**config.mk**
```make
export PLATFORM = sky130hd
export DESIGN_NAME = pipeline_ctrl
export DESIGN_NICKNAME = d
export VERILOG_FILES = /design/src/rtl/pipeline_ctrl.sv
export SDC_FILE = /design/constraint.sdc
export NUM_CORES = 1
export LEC_CHECK = 0
export ABC_AREA = 1
export CAP_MARGIN = 40
export CORE_MARGIN = 1.5
export CORE_UTILIZATION = 40
export DETAILED_ROUTE_END_ITERATION = 8
export PLACE_DENSITY = 0.77
export SLEW_MARGIN = 20
export SYNTH_ARGS = -nofsm -noshare
export SYNTH_HDL_FRONTEND = slang
export SYNTH_SLANG_ARGS = --single-unit
```
**constraint.sdc**
```tcl
create_clock -name i_aclk -period 4.2 [get_ports i_aclk]
set_clock_uncertainty 0.1 [all_clocks]
set_input_delay 0.84 -clock i_aclk [delete_from_list [all_inputs] [get_ports i_aclk]]
set_output_delay 0.84 -clock i_aclk [all_outputs]
set_load 0.02 [all_outputs]
```
**src/rtl/pipeline_ctrl.sv**
```systemverilog
// Stall/flush sequencer and EX operand forwarding selector for a 5-stage RV32I pipeline.
// Resolves data, control and structural hazards and counts front-end stall cycles.
module pipeline_ctrl #(
  parameter int REG_ADDR_W  = 5,
  parameter int MC_LATENCY  = 4,
  parameter int STALL_CNT_W = 32
) (
  input  logic                   i_aclk,
  input  logic                   i_areset,
  input  logic [REG_ADDR_W-1:0]  i_id_rs1,
  input  logic [REG_ADDR_W-1:0]  i_id_rs2,
  input  logic                   i_id_use_rs1,
  input  logic                   i_id_use_rs2,
  input  logic [REG_ADDR_W-1:0]  i_ex_rs1,
  input  logic [REG_ADDR_W-1:0]  i_ex_rs2,
  input  logic [REG_ADDR_W-1:0]  i_ex_rd,
  input  logic                   i_ex_is_load,
  input  logic                   i_ex_branch_taken,
  input  logic                   i_ex_mc_start,
  input  logic [REG_ADDR_W-1:0]  i_mem_rd,
  input  logic [REG_ADDR_W-1:0]  i_wb_rd,
  input  logic                   i_mem_we,
  input  logic                   i_wb_we,
  input  logic                   i_mem_req,
  input  logic                   i_dmem_ready,
  input  logic                   i_imem_ready,
  input  logic                   i_cnt_clr,
  output logic                   o_stall_if,
  output logic                   o_stall_id,
  output logic                   o_stall_ex,
  output logic                   o_stall_mem,
  output logic                   o_flush_id,
  output logic                   o_flush_ex,
  output logic                   o_flush_mem,
  output logic                   o_flush_wb,
  output logic [1:0]             o_fwd_a,
  output logic [1:0]             o_fwd_b,
  output logic                   o_mc_busy,
  output logic [STALL_CNT_W-1:0] o_stall_cnt
);

  // Wide enough for MC_LATENCY-2 at the top of the legal 2..16 range.
  localparam int MC_CNT_W = 4;

  typedef enum logic {
    RUN     = 1'b0,
    MC_BUSY = 1'b1
  } state_e;

  typedef enum logic [2:0] {
    ACT_NONE,
    ACT_DMEM,
    ACT_MC,
    ACT_BRANCH,
    ACT_LOAD_USE,
    ACT_IFETCH
  } action_e;

  state_e                 state_q, state_d;
  logic [MC_CNT_W-1:0]    mc_cnt_q, mc_cnt_d;
  logic                   started_q, started_d;
  logic [STALL_CNT_W-1:0] stall_cnt_q, stall_cnt_d;

  action_e action;
  logic    dmem_wait;
  logic    load_use;
  logic    mc_trigger;
  logic    mc_stall;
  logic    stall_if_raw, stall_id_raw, stall_ex_raw, stall_mem_raw;
  logic    flush_id_raw, flush_ex_raw, flush_mem_raw, flush_wb_raw;

  // MEM result is younger than WB, so it wins; x0 is hardwired and never forwarded.
  function automatic logic [1:0] fwd_sel(input logic [REG_ADDR_W-1:0] rs);
    if (i_mem_we && (i_mem_rd != '0) && (i_mem_rd == rs))
      return 2'b01;
    else if (i_wb_we && (i_wb_rd != '0) && (i_wb_rd == rs))
      return 2'b10;
    else
      return 2'b00;
  endfunction

  assign dmem_wait = i_mem_req & ~i_dmem_ready;

  assign load_use = i_ex_is_load & (i_ex_rd != '0) &
                    ((i_id_use_rs1 & (i_id_rs1 == i_ex_rd)) |
                     (i_id_use_rs2 & (i_id_rs2 == i_ex_rd)));

  // The started flag keeps a still-asserted start from re-launching the op that just finished.
  assign mc_trigger = (state_q == RUN) & i_ex_mc_start & ~started_q;
  assign mc_stall   = mc_trigger | (state_q == MC_BUSY);

  always_comb begin
    if (dmem_wait)              action = ACT_DMEM;
    else if (mc_stall)          action = ACT_MC;
    else if (i_ex_branch_taken) action = ACT_BRANCH;
    else if (load_use)          action = ACT_LOAD_USE;
    else if (!i_imem_ready)     action = ACT_IFETCH;
    else                        action = ACT_NONE;
  end

  // NOTE: every combinational output gets a default first so no path can infer a latch.
  always_comb begin
    stall_if_raw  = 1'b0;
    stall_id_raw  = 1'b0;
    stall_ex_raw  = 1'b0;
    stall_mem_raw = 1'b0;
    flush_id_raw  = 1'b0;
    flush_ex_raw  = 1'b0;
    flush_mem_raw = 1'b0;
    flush_wb_raw  = 1'b0;
    unique case (action)
      ACT_DMEM: begin
        stall_if_raw  = 1'b1;
        stall_id_raw  = 1'b1;
        stall_ex_raw  = 1'b1;
        stall_mem_raw = 1'b1;
        flush_wb_raw  = 1'b1;
      end
      ACT_MC: begin
        stall_if_raw  = 1'b1;
        stall_id_raw  = 1'b1;
        stall_ex_raw  = 1'b1;
        flush_mem_raw = 1'b1;
      end
      ACT_BRANCH: begin
        flush_id_raw = 1'b1;
        flush_ex_raw = 1'b1;
      end
      ACT_LOAD_USE: begin
        stall_if_raw = 1'b1;
        stall_id_raw = 1'b1;
        flush_ex_raw = 1'b1;
      end
      ACT_IFETCH: begin
        stall_if_raw = 1'b1;
        flush_id_raw = 1'b1;
      end
      default: ;
    endcase
  end

  always_comb begin
    state_d     = state_q;
    mc_cnt_d    = mc_cnt_q;
    started_d   = started_q & i_ex_mc_start & stall_ex_raw;
    stall_cnt_d = stall_cnt_q;

    unique case (state_q)
      RUN: begin
        if (mc_trigger && !dmem_wait) begin
          started_d = 1'b1;
          // A two-cycle op is covered entirely by the launch cycle's stall.
          if (MC_LATENCY > 2) begin
            state_d  = MC_BUSY;
            mc_cnt_d = MC_CNT_W'(MC_LATENCY - 2);
          end
        end
      end
      MC_BUSY: begin
        // The MUL/DIV unit keeps running through memory wait states.
        mc_cnt_d = mc_cnt_q - MC_CNT_W'(1);
        if (mc_cnt_q == MC_CNT_W'(1))
          state_d = RUN;
      end
      default: state_d = RUN;
    endcase

    if (i_cnt_clr)
      stall_cnt_d = '0;
    else if (stall_if_raw && !(&stall_cnt_q))
      stall_cnt_d = stall_cnt_q + STALL_CNT_W'(1);
  end

  // NOTE: sequential state uses non-blocking assignments so all registers update together.
  always_ff @(posedge i_aclk or posedge i_areset) begin
    if (i_areset) begin
      state_q     <= RUN;
      mc_cnt_q    <= '0;
      started_q   <= 1'b0;
      stall_cnt_q <= '0;
    end else begin
      state_q     <= state_d;
      mc_cnt_q    <= mc_cnt_d;
      started_q   <= started_d;
      stall_cnt_q <= stall_cnt_d;
    end
  end

  // Reset gates the controls immediately, independent of the clock.
  assign o_stall_if  = stall_if_raw  & ~i_areset;
  assign o_stall_id  = stall_id_raw  & ~i_areset;
  assign o_stall_ex  = stall_ex_raw  & ~i_areset;
  assign o_stall_mem = stall_mem_raw & ~i_areset;
  assign o_flush_id  = flush_id_raw  & ~i_areset;
  assign o_flush_ex  = flush_ex_raw  & ~i_areset;
  assign o_flush_mem = flush_mem_raw & ~i_areset;
  assign o_flush_wb  = flush_wb_raw  & ~i_areset;
  assign o_fwd_a     = i_areset ? 2'b00 : fwd_sel(i_ex_rs1);
  assign o_fwd_b     = i_areset ? 2'b00 : fwd_sel(i_ex_rs2);
  assign o_mc_busy   = (state_q == MC_BUSY);
  assign o_stall_cnt = stall_cnt_q;

endmodule

```
==> results.tsv <==
stage	metric	value	unit
floorplan	die height	92.3	um
grt	GRT Total Usage	21.6	%
placed_design	port bufs	92	
synth	share of the synthesized area in the top cell type	29.8	%
run_status	status	finished, final reports clean	
grt	initial antenna violation count	0	
cts	TritonCTS clock tree	done	
synth	Yosys reg bits	38	
cts	total CTS buffers	5	
power	logic gate share of total power	32.8	%
sta	RSZ-0062 raised after global routing	no	
cts	clock slew at reported path FFs	0.08	ns
routing	via count	3385	
routing	WL final	8910	um
cts	clk buf depth	2	
critical_path	startpoint type of the worst setup path	input pin	
routing	Iter 0 DRT Violations	157	
sta	WHS	0.409	ns
grt	gr ovfl total	0	
power	Clock power frac	27.5	%
critical_path	critical-path maximum fanout	4	
sta	Final Critical Period	3.90	ns
worst_hold_path	HP Class	flop to flop	
synth	Syn Nets	529	
routing	Vias per Instance	5.10	
floorplan	core box area	7730	sq um
synth	number of flops mapped to enable cells by yosys	0	
sta	Pins Over Slew Limit	0	
synth	Synth Cell Area	3190	sq um
layout	Diodes inserted	0	
sta	Max Freq	0.257	GHz
power	switch share	34.1	%
critical_path	worst path arrival time	2.96	ns
layout	Final Core Density	55.6	%
sta	Setup TNS	0	ns
layout	nets	612	
grt	first-pass GRT wire length	15200	um
cts	CTS sink cnt	38	
synth	largest family of logic cells by synthesized area	simple AND/OR/NAND/NOR gates	
routing	Post-DRT Antenna Nets	0	
synth	Post-synth top flop	dfrtp_1	
critical_path	worst path required time	3.26	ns
sta	Slew HR	63.5	%
synth	post-synthesis xor/xnor area fraction	11.5	%
critical_path	R2R cell count	13	
floorplan	IO Pins	93	
synth	ranking of synthesized cells by area	dfrtp_1 30%, nand2_1 14%, nand4_1 8.6%, nand3_1 6.7%, xor2_1 6.6%	
floorplan	starting density of the core	41.3	%
floorplan	Die W	92.3	um
floorplan	Die Footprint	8530	sq um
sta	Worst Max-Slew Pin Slew	0.546	ns
power	Peak VDD IR	0.220	mV
layout	commonest cells after routing, fill and taps aside	122 x nand2_1, 91 x clkdlybuf4s50_1, 54 x inv_1	
grt	vias in the first global route	3247	
placed_design	HPWL after DPL	6720	um
layout	commonest non-fill, non-tap cell in the layout	nand2_1	
cts	Clock Root Buffer	clkbuf_8	
routing	first-pass iteration count of the detailed router	4	
synth	Synth Area per Inst	6.68	sq um
layout	FF+latch area	951	sq um
critical_path	Setup crit end kind	output port	
routing	DRC violations left	0	
synth	Synth warnings	0	
power	Seq pwr share	39.7	%
layout	Cell Count, Final, Fillers Out	664	
synth	mux cell area share after synthesis	0	%
layout	layout cells sized above 1	5.87	%
power	P_leak	2.12	nW
sta	Final Setup Violations	0	
cts	CTS HTree Levels	2	
placed_design	GP Congestion	0.948	
critical_path	crit path kind	input pin to output port	
power	Internal	0.731	mW
cts	Post-CTS Setup Inserts	0	
layout	fillers	754	
placed_design	Placed Cells	656	
power	Pwr Density	258	nW/um^2
cts	Clock Latency Late Sink	0.29	ns
synth	Async S/R FF share, synth	100	%
layout	Area Growth Syn to Fin	34.5	%
synth	Simple-Gate Fraction of Synth Area	42.2	%
sta	final-report hold violation count	0	
power	Psw	0.378	mW
power	PnR Total Power	1.11	mW
synth	Compound-Gate Fraction of Synth Area	4.70	%
floorplan	Site Rows	32	
sta	final cycle utilization of the critical path	92.8	%
synth	Synth area leader	dfrtp_1	
synth	post-synthesis adder-cell area fraction	1.18	%
synth	cell count after synthesis	478	
grt	largest net degree at the start of global routing	39	
layout	multi-input logic area	1900	sq um
flow_run	max cap viols	0	
worst_hold_path	hold path cells	1	
synth	sequential fraction of the synthesis area	29.8	%
synth	library cells used by synthesis	34	
routing	DR WL/cell	13.4	um
==> cell families (layout without fill, tap and decap cells) <==
group,after synthesis,after routing
adder cells (fa/ha/maj),3,3
buffers and inverters,82,166
AO/OA/AOI/OAI,25,25
AND/OR/NAND/NOR,288,288
XOR/XNOR,42,42
flip-flops,38,38
==> flip-flops by register name, summed over array words and instances (netlist names) <==
register	flops
o_stall_cnt	32
started_q	1
o_mc_busy	1
mc_cnt_q	4
==> metal layers <==
layer  part of all wire (%)  global-route usage (%)
met1                     45                    28.1
met2                     47                    37.7
met3                    6.9                    3.20
met4                    1.4                    5.00
met5                      0                       0
==> power groups by stage <==
stage,sequential (mW),combinational [mW],clock [mW]
detailed placement,0.447,0.364,0
finish,0.440,0.364,0.306
global route,0.445,0.404,0.326
global placement,0.444,0.346,0
CTS,0.439,0.367,0.314
floorplan,0.452,0.212,0
==> final timing paths <==
| path | start | to | slack (ns) |
|---|---|---|---|
| worst max register to register | o_stall_cnt[0] | o_stall_cnt[13] | 1.42 |
| worst max-delay path | i_ex_rd[0] | o_stall_id | 0.30 |
| max in group asynchronous | i_areset | o_stall_cnt[19] | 2.43 |
| min in group asynchronous | i_areset | o_stall_cnt[26] | 1.21 |
| worst min register to register | mc_cnt_q[3] | mc_cnt_q[3] | 0.41 |
| worst min-delay path | mc_cnt_q[3] | mc_cnt_q[3] | 0.41 |
==> what timing repair did <==
item,CTS,global route
resized for setup,0,1
hold buffers,0,0
endpoints found under the setup margin,0,1
==> area by class of cell <==
class,count,area share [%]
tap,102,2.97
clock buffer,5,1.60
multi-input combinational,358,44.3
inverter,63,5.51
clock inverter,3,0.932
sequential,38,22.1
timing repair buffer,95,22.5
==> through the flow <==
stage	cell area [sq um]	setup WS (ns)
global placement	4160	0.298
CTS	4290	0.244
detailed placement	4180	0.244
global route	4290	0.0163
floorplan	3190	1.23
finish	4290	0.304
==> Yosys cell counts (2+ instances only) <==
library cell and count:
buf_6 3, o21ai_1 3, nand4_1 44, inv_1 54, ha_1 3, inv_2 9
dfrtp_1 38, or2_2 4, buf_2 3, clkbuf_1 9, nor2_1 46, a21oi_1 8
nor2_4 2, nand3_2 2, o21ai_0 5, o22ai_1 3, nor3_1 12, xor2_1 24
xnor2_1 18, nand2_1 122, and3_1 3, nor4_1 6, o41ai_1 2, nand3_1 43
buf_1 3
==> worst max-delay path, cell delays in order <==
cell and delay [ns]:
clkdlybuf4s50_1 0.54, inv_2 0.05, nand2_1 0.06, nand2_1 0.05, nor2_1 0.08, nand3_1 0.07, nand2_1 0.08, nand2_1 0.05
nand2_1 0.05, nand2_1 0.04, nand2_1 0.10, nand2_1 0.08, nand2_1 0.09, and3_1 0.15, clkdlybuf4s50_1 0.60
(Power assumes the default switching activity.)
